[config.mk]
export PLATFORM = sky130hd
export DESIGN_NAME = unidade_controle_jogadas
export DESIGN_NICKNAME = d
export VERILOG_FILES = /design/src/rtl/unidade_controle_jogadas.sv
export SDC_FILE = /design/constraint.sdc
export NUM_CORES = 1
export LEC_CHECK = 0
export ABC_AREA = 1
export BUFFER_PORTS_ARGS = -buffer_cell sky130_fd_sc_hd__buf_2
export CELL_PAD_IN_SITES_DETAIL_PLACEMENT = 0
export CELL_PAD_IN_SITES_GLOBAL_PLACEMENT = 1
export CORE_UTILIZATION = 38
export DETAILED_ROUTE_END_ITERATION = 10
export GPL_ROUTABILITY_DRIVEN = 0
export HOLD_SLACK_MARGIN = 0.15
export PLACE_DENSITY_LB_ADDON = 0.1
export SETUP_SLACK_MARGIN = 0.02
export SLEW_MARGIN = 20
export SYNTH_ARGS = -nofsm -noshare
export SYNTH_HDL_FRONTEND = slang
export SYNTH_SLANG_ARGS = --single-unit
[constraint.sdc]
create_clock -name clock -period 1.4 [get_ports clock]
set_input_delay 0.28 -clock clock [delete_from_list [all_inputs] [get_ports clock]]
set_output_delay 0.28 -clock clock [all_outputs]
set_load 0.005 [all_outputs]
[src/rtl/unidade_controle_jogadas.sv]
// Control unit for the memory-game datapath. It clears the counter and register, then
// registers and checks each play, advances the address, and ends on success, error or timeout.
module unidade_controle_jogadas #(
    parameter int TIMEOUT_CICLOS = 5000
) (
    input  logic       clock,
    input  logic       reset,
    input  logic       iniciar,
    input  logic       jogada_feita,
    input  logic       igual,
    input  logic       fimC,
    output logic       zeraC,
    output logic       contaC,
    output logic       zeraR,
    output logic       registraR,
    output logic       pronto,
    output logic       acertou,
    output logic       errou,
    output logic       timeout,
    output logic [3:0] db_estado
);

    localparam int TCNT_W = (TIMEOUT_CICLOS > 1) ? $clog2(TIMEOUT_CICLOS) : 1;
    localparam logic [TCNT_W-1:0] TCNT_FIM = TCNT_W'(TIMEOUT_CICLOS - 1);

    typedef enum logic [3:0] {
        INICIAL     = 4'h0,
        PREPARACAO  = 4'h1,
        ESPERA      = 4'h2,
        REGISTRA    = 4'h4,
        COMPARACAO  = 4'h5,
        PROXIMO     = 4'h6,
        FIM_ACERTOU = 4'hA,
        FIM_ERROU   = 4'hE,
        FIM_TIMEOUT = 4'hF
    } estado_t;

    estado_t           estado_q;
    estado_t           estado_d;
    logic [TCNT_W-1:0] tcnt_q;
    logic [TCNT_W-1:0] tcnt_d;
    logic [7:0]        saidas_q;
    logic [7:0]        saidas_d;

    // Output vector order: {zeraC, contaC, zeraR, registraR, pronto, acertou, errou, timeout}
    function automatic logic [7:0] decodifica_saidas(input estado_t e);
        logic [7:0] s;
        s = 8'b0000_0000;
        case (e)
            INICIAL:     s = 8'b0000_0000;
            PREPARACAO:  s = 8'b1010_0000;
            ESPERA:      s = 8'b0000_0000;
            REGISTRA:    s = 8'b0001_0000;
            COMPARACAO:  s = 8'b0000_0000;
            PROXIMO:     s = 8'b0100_0000;
            FIM_ACERTOU: s = 8'b0000_1100;
            FIM_ERROU:   s = 8'b0000_1010;
            FIM_TIMEOUT: s = 8'b0000_1001;
            default:     s = 8'b0000_0000;
        endcase
        return s;
    endfunction

    // State, inactivity counter and output flops; reset forces INICIAL with all outputs low.
    always_ff @(posedge clock or posedge reset) begin
        if (reset) begin
            estado_q <= INICIAL;
            tcnt_q   <= '0;
            saidas_q <= 8'b0000_0000;
        end else begin
            estado_q <= estado_d;
            tcnt_q   <= tcnt_d;
            saidas_q <= saidas_d;
        end
    end

    // Next-state logic; a play arriving on the terminal count takes priority over the timeout.
    always_comb begin
        estado_d = estado_q;
        case (estado_q)
            INICIAL: begin
                if (iniciar) estado_d = PREPARACAO;
                else         estado_d = INICIAL;
            end
            PREPARACAO: estado_d = ESPERA;
            ESPERA: begin
                if (jogada_feita)          estado_d = REGISTRA;
                else if (tcnt_q == TCNT_FIM) estado_d = FIM_TIMEOUT;
                else                       estado_d = ESPERA;
            end
            REGISTRA: estado_d = COMPARACAO;
            COMPARACAO: begin
                if (!igual)    estado_d = FIM_ERROU;
                else if (fimC) estado_d = FIM_ACERTOU;
                else           estado_d = PROXIMO;
            end
            PROXIMO: estado_d = ESPERA;
            FIM_ACERTOU, FIM_ERROU, FIM_TIMEOUT: begin
                if (iniciar) estado_d = PREPARACAO;
                else         estado_d = estado_q;
            end
            default: estado_d = INICIAL;
        endcase
    end

    // Counter only advances while staying in ESPERA, so it starts at zero on every entry.
    always_comb begin
        tcnt_d = '0;
        if (estado_q == ESPERA && estado_d == ESPERA) begin
            tcnt_d = tcnt_q + TCNT_W'(1);
        end else begin
            tcnt_d = '0;
        end
    end

    // Outputs are decoded from the next state so the flopped copy always matches estado_q.
    always_comb begin
        saidas_d = 8'b0000_0000;
        saidas_d = decodifica_saidas(estado_d);
    end

    assign zeraC     = saidas_q[7];
    assign contaC    = saidas_q[6];
    assign zeraR     = saidas_q[5];
    assign registraR = saidas_q[4];
    assign pronto    = saidas_q[3];
    assign acertou   = saidas_q[2];
    assign errou     = saidas_q[1];
    assign timeout   = saidas_q[0];
    assign db_estado = estado_q;

endmodule

# After elaboration in Yosys (flattened, before gate mapping)
# Memory sizes are Yosys's and may differ from the RTL's. A register that Yosys moved wholly into a read port is not among the register bits.
# Cells that the tools add are included.
[totals]
romBits = 128
regBits = 17
mem_count = 1
wordCells = 26
[classes]
n_eq_ne = 10
n_addsub = 1
reduce_logical = 4
mux = 8
[memory_table]
columns = ["memory", "words", "word_bits", "rd", "rd_ports_with_merged_regs", "write_ports", "line_no", "source"]
rows = [
  ["(name not given)", 16, 8, 1, 1, 0, "49", "case (e)"],
]
[ops]
columns = ["operator", "count"]
rows = [
  ["4-bit one-hot mux with 6 select lines", 1],
  ["4-bit 2-to-1 mux", 5],
  ["13-bit by 1-bit adder with 13-bit output (second input constant)", 1],
  ["13-bit == test (second input constant)", 1],
  ["13-bit 2-to-1 mux", 1],
  ["4-bit by 3-bit == test with 1-bit output (second input constant)", 3],
  ["4-bit == test (second input constant)", 3],
  ["4-bit by 2-bit == test with 1-bit output (second input constant)", 2],
  ["4-bit by 1-bit == test with 1-bit output (second input constant)", 1],
  ["4-bit zero test", 1],
  ["3-bit OR reduction", 1],
  ["2-bit OR reduction", 1],
  ["1-bit logical AND", 1],
  ["1-bit 2-to-1 mux", 1],
]

# Logic depth before layout (Yosys ltp)
[depth]
ltp_word = 7
ltp_mapped = 11
ltp_nobuf = 11

# Worst setup path before layout
# OpenSTA, ideal clock, no wires.
[synth_timing]
kind = "register to register"
startpoint = "reg tcnt_q[0]"
endpoint = "reg tcnt_q[4]"
stages_incl_launch_ff = 12
slack_ns = -0.056
t_required_ns = 1.276
synth_period_minus_slack_ns = 1.456
t_arrival_ns = 1.331
setup_time_ns = 0.124
cell_sequence = "dfrtp_1 > ha_1 > nand2_1 > inv_1 > nand2_1 > nor2_2 > nand3_4 > nand2_4 > nor2_4 > nand2_4 > buf_12 > nor2_4"
[synth_between]
elab_chain_cells = 7
[synth_rtl]
columns = ["item", "line_no", "source"]
rows = [
  ["start: declaration", "40", "logic [TCNT_W-1:0] tcnt_q;"],
  ["start signal: assignment", "72", "tcnt_q <= tcnt_d;"],
  ["13-bit == test", "88", "else if (tcnt_q == TCNT_FIM) estado_d = FIM_TIMEOUT;"],
  ["4-bit 2-to-1 mux", "88", ""],
  ["4-bit 2-to-1 mux", "87", "if (jogada_feita) estado_d = REGISTRA;"],
  ["4-bit one-hot mux with 6 select lines", "80", "case (estado_q)"],
  ["named net estado_d[0]", "39", "estado_t estado_d;"],
  ["4-bit by 2-bit == test with 1-bit output", "109", "if (estado_q == ESPERA && estado_d == ESPERA) begin"],
  ["1-bit logical AND", "109", ""],
  ["13-bit 2-to-1 mux", "109", ""],
  ["named net tcnt_d[4]", "41", "logic [TCNT_W-1:0] tcnt_d;"],
]
# The timed path passes the listed nets, and every way through them passes these cells.

# Worst setup path in the final report
[layout_timing]
startpoint = "reg tcnt_q[0]"
endpoint = "reg tcnt_q[8]"
# The elaborated chain is that of the path after synthesis.

==> impl_metrics.tcl <==
set metrics [dict create \
    antenna_cells 0 \
    seqCellArea_sq_um 603.1 \
    synthTopCellsByArea "dfrtp_1, nor2_4, nand2_1" \
    drc 0 \
    grt_overflow 0 \
    wl_met3_um 88 \
    power.density_nw_per_um2 1250 \
    yosysTopAreaCell "dfrtp_1" \
    fp.coreArea_sq_um 3337 \
    arrival_ns 1.69 \
    finalHoldViolations 0 \
    drv_slew 0 \
    holdWs_ns 0.2982 \
    cts_root_buf "clkbuf_4" \
    wl_met1_um 1296 \
    numClockSinks 24 \
    topRoutingLayerUsed "met4" \
    syn_avg_cell_area_sq_um 8.935 \
    setup_viol 18 \
    mostFrequentLayoutCells "nand2_1, buf_4, dfrtp_1" \
    critPathMaxFanout 8 \
    dp_hpwl_um 2011 \
    max_freq_ghz 0.6793 \
    fin_ws_ns -0.07220 \
    fin_cells 246 \
    crit_type "flop to flop" \
    max_slew.worst_pin.slew_ns 0.3037 \
    layout_commonest_cell "nand2_1" \
    regToRegSetupSlack_ns -0.07 \
    worstSetupPathDepth 11 \
    fin_area_sq_um 1837 \
    maxCapViolations 0 \
    ys_ff_latch 24 \
    dp.cells 236 \
    synth_area_sq_um 1331 \
    worst_setup_path_start_kind "flop" \
    rsz0062_at_grt "yes" \
    regToRegStartpoint "tcnt_q[0]" \
    rows 21 \
    die_area_sq_um 3744 \
    cts_made_buffers 3 \
    violations "setup timing" \
    skew_ns 0.001407 \
    worstHoldEndpoint "saidas_q[3]" \
    vdd_drop_max_mv 0.7138 \
    cpPeakStageDelay_ns 0.38 \
    grt_max_degree 25 \
    crit_slowest_cell "dfrtp_1" \
    min_period_ns 1.472 \
    insertion_delay_ns 0.31 \
    synth_nets 156 \
    grt_pass1_vias 930 \
    wl_met2_um 1177 \
    htree_levels 1 \
    crit_chain "ha_2, nand2_2, inv_2, nand2_2, nor2_4, nand3_4, nand2_4, nor2_4, nand2_4, buf_12, nor2_4" \
    wirelength_um 2592 \
    hold_start "fimC" \
    holdCritPathClass "input pin to flop" \
    status "finished, violations left" \
    layout-drive-gt1-share_pct 52.50 \
    fin_crit_sh_pct 105.2 \
    synth_cell_types 21 \
    r2r_end "tcnt_q[8]" \
    ant_nets 0 \
    synth.yosys.seq_area_share_pct 45.11 \
    grtUsageTotal_pct 15.84 \
    vias 1081 \
    cts_tree "built" \
    syn_to_final_growth_pct 37.97 \
    slew_headroom_pct 79.75 \
    grt_first_pass_wirelength_um 4243 \
    initial_core_util_pct 39.90 \
    post-place-ws_ns -0.1131 \
    syn_inst 149 \
    synth_warnings 0 \
    die_h_um 61.19 \
    end_kind "flop" \
    min_path_cells 3 \
    drt_iter0_markers 44 \
    final_net_count 208 \
    antenna_found_initial 0 \
    cpMostUsedCell "nor2_4" \
    routed_via_density 4.394 \
    dieWidth_um 61.19 \
    p_leak_uw 0.0008887 \
    final_util_pct 55.04 \
    multiInputGateArea_sq_um 690.7 \
    r2r_cells 11 \
    fillCellCount 345 \
    path_buf_inv 2 \
    io_pins 18 \
    worstPathRequired_ns 1.62 \
    wl_per_cell_um 10.54 \
    clk_path_buf_depth 2 \
    placed_area_sq_um 1659 \
    numPortBuffers 17 \
    synth_top_area_share_pct 45.11 \
    startpoint "tcnt_q[0]" \
    clk_pin_slew_ns 0.13 \
    crit_family "simple AND/OR/NAND/NOR gates" \
    first_pass_iters 4 \
]
## registers in the layout, indices dropped and copies added (netlist names)
signal	count
db_estado	4
saidas_q	7
tcnt_q	13
## layer usage
metal	up-vias	GRT usage (%)
met5	-	0
met4	0	4.870
met3	5	4.412
met2	18	24.07
met1	506	21.92
li1	552	-
## worst register-to-register path, cell delays in order (launching register included)
cell     delay [ns]
dfrtp_1        0.38
ha_2           0.19
nand2_2        0.07
inv_2          0.06
nand2_2        0.06
nor2_4         0.11
nand3_4        0.09
nand2_4        0.08
nor2_4         0.04
nand2_4        0.09
buf_12         0.16
nor2_4         0.04
## worst max-delay path by stage
stage,to
floorplan,tcnt_q[4]
global placement,tcnt_q[12]
detailed placement,saidas_q[4]
CTS,tcnt_q[0]
global route,saidas_q[2]
finish,tcnt_q[8]
## repair_timing
action / CTS / global route
buffers inserted: 3 / 3
resized for setup: 12 / 19
pin swaps: 4 / 9
hold buffers: 1 / 0
endpoints found under the hold margin: 24 / 0
endpoints found under the setup margin: 20 / 20
## through the flow
step / setup TNS, ns / total power (uW)
floorplan: -0.5225 / 1392
global placement: -1.179 / 1719
detailed placement: -1.555 / 1729
CTS: -0.9998 / 2171
global route: -2.484 / 2460
finish: -0.9293 / 2295
## cells in the mapped netlist, drive strengths merged
| library cell | n |
|---|---|
| and3 | 1 |
| buf | 2 |
| dfrtp | 24 |
| ha | 1 |
| inv | 22 |
| nand2 | 37 |
| nand3 | 10 |
| nand4 | 3 |
| nor2 | 37 |
| nor3 | 2 |
| o21ai | 1 |
| xnor2 | 4 |
| xor2 | 5 |
## cell type report
class / instances / share of cell area, %
Inverter: 22 / 4.496
Multi-Input combinational cell: 101 / 37.60
Sequential cell: 24 / 32.83
Timing Repair Buffer: 49 / 19.96
Tap cell: 46 / 3.134
Clock buffer: 4 / 1.975
## power breakdown
part           total, uW  switching, uW  leakage (uW)  internal (uW)
Combinational       1060            543      0.000541            515
Clock                367            208     0.0000210            159
Sequential           870           82.3      0.000327            788
## kinds of logic after synthesis
group,share of synthesized area (%)
simple gates,39.38
buf+inv,8.271
flops,45.11
xor+xnor,5.921
compound gates,0.3756
fa+ha+maj,0.9397
Note: power is estimated with default switching activity, not from simulation.
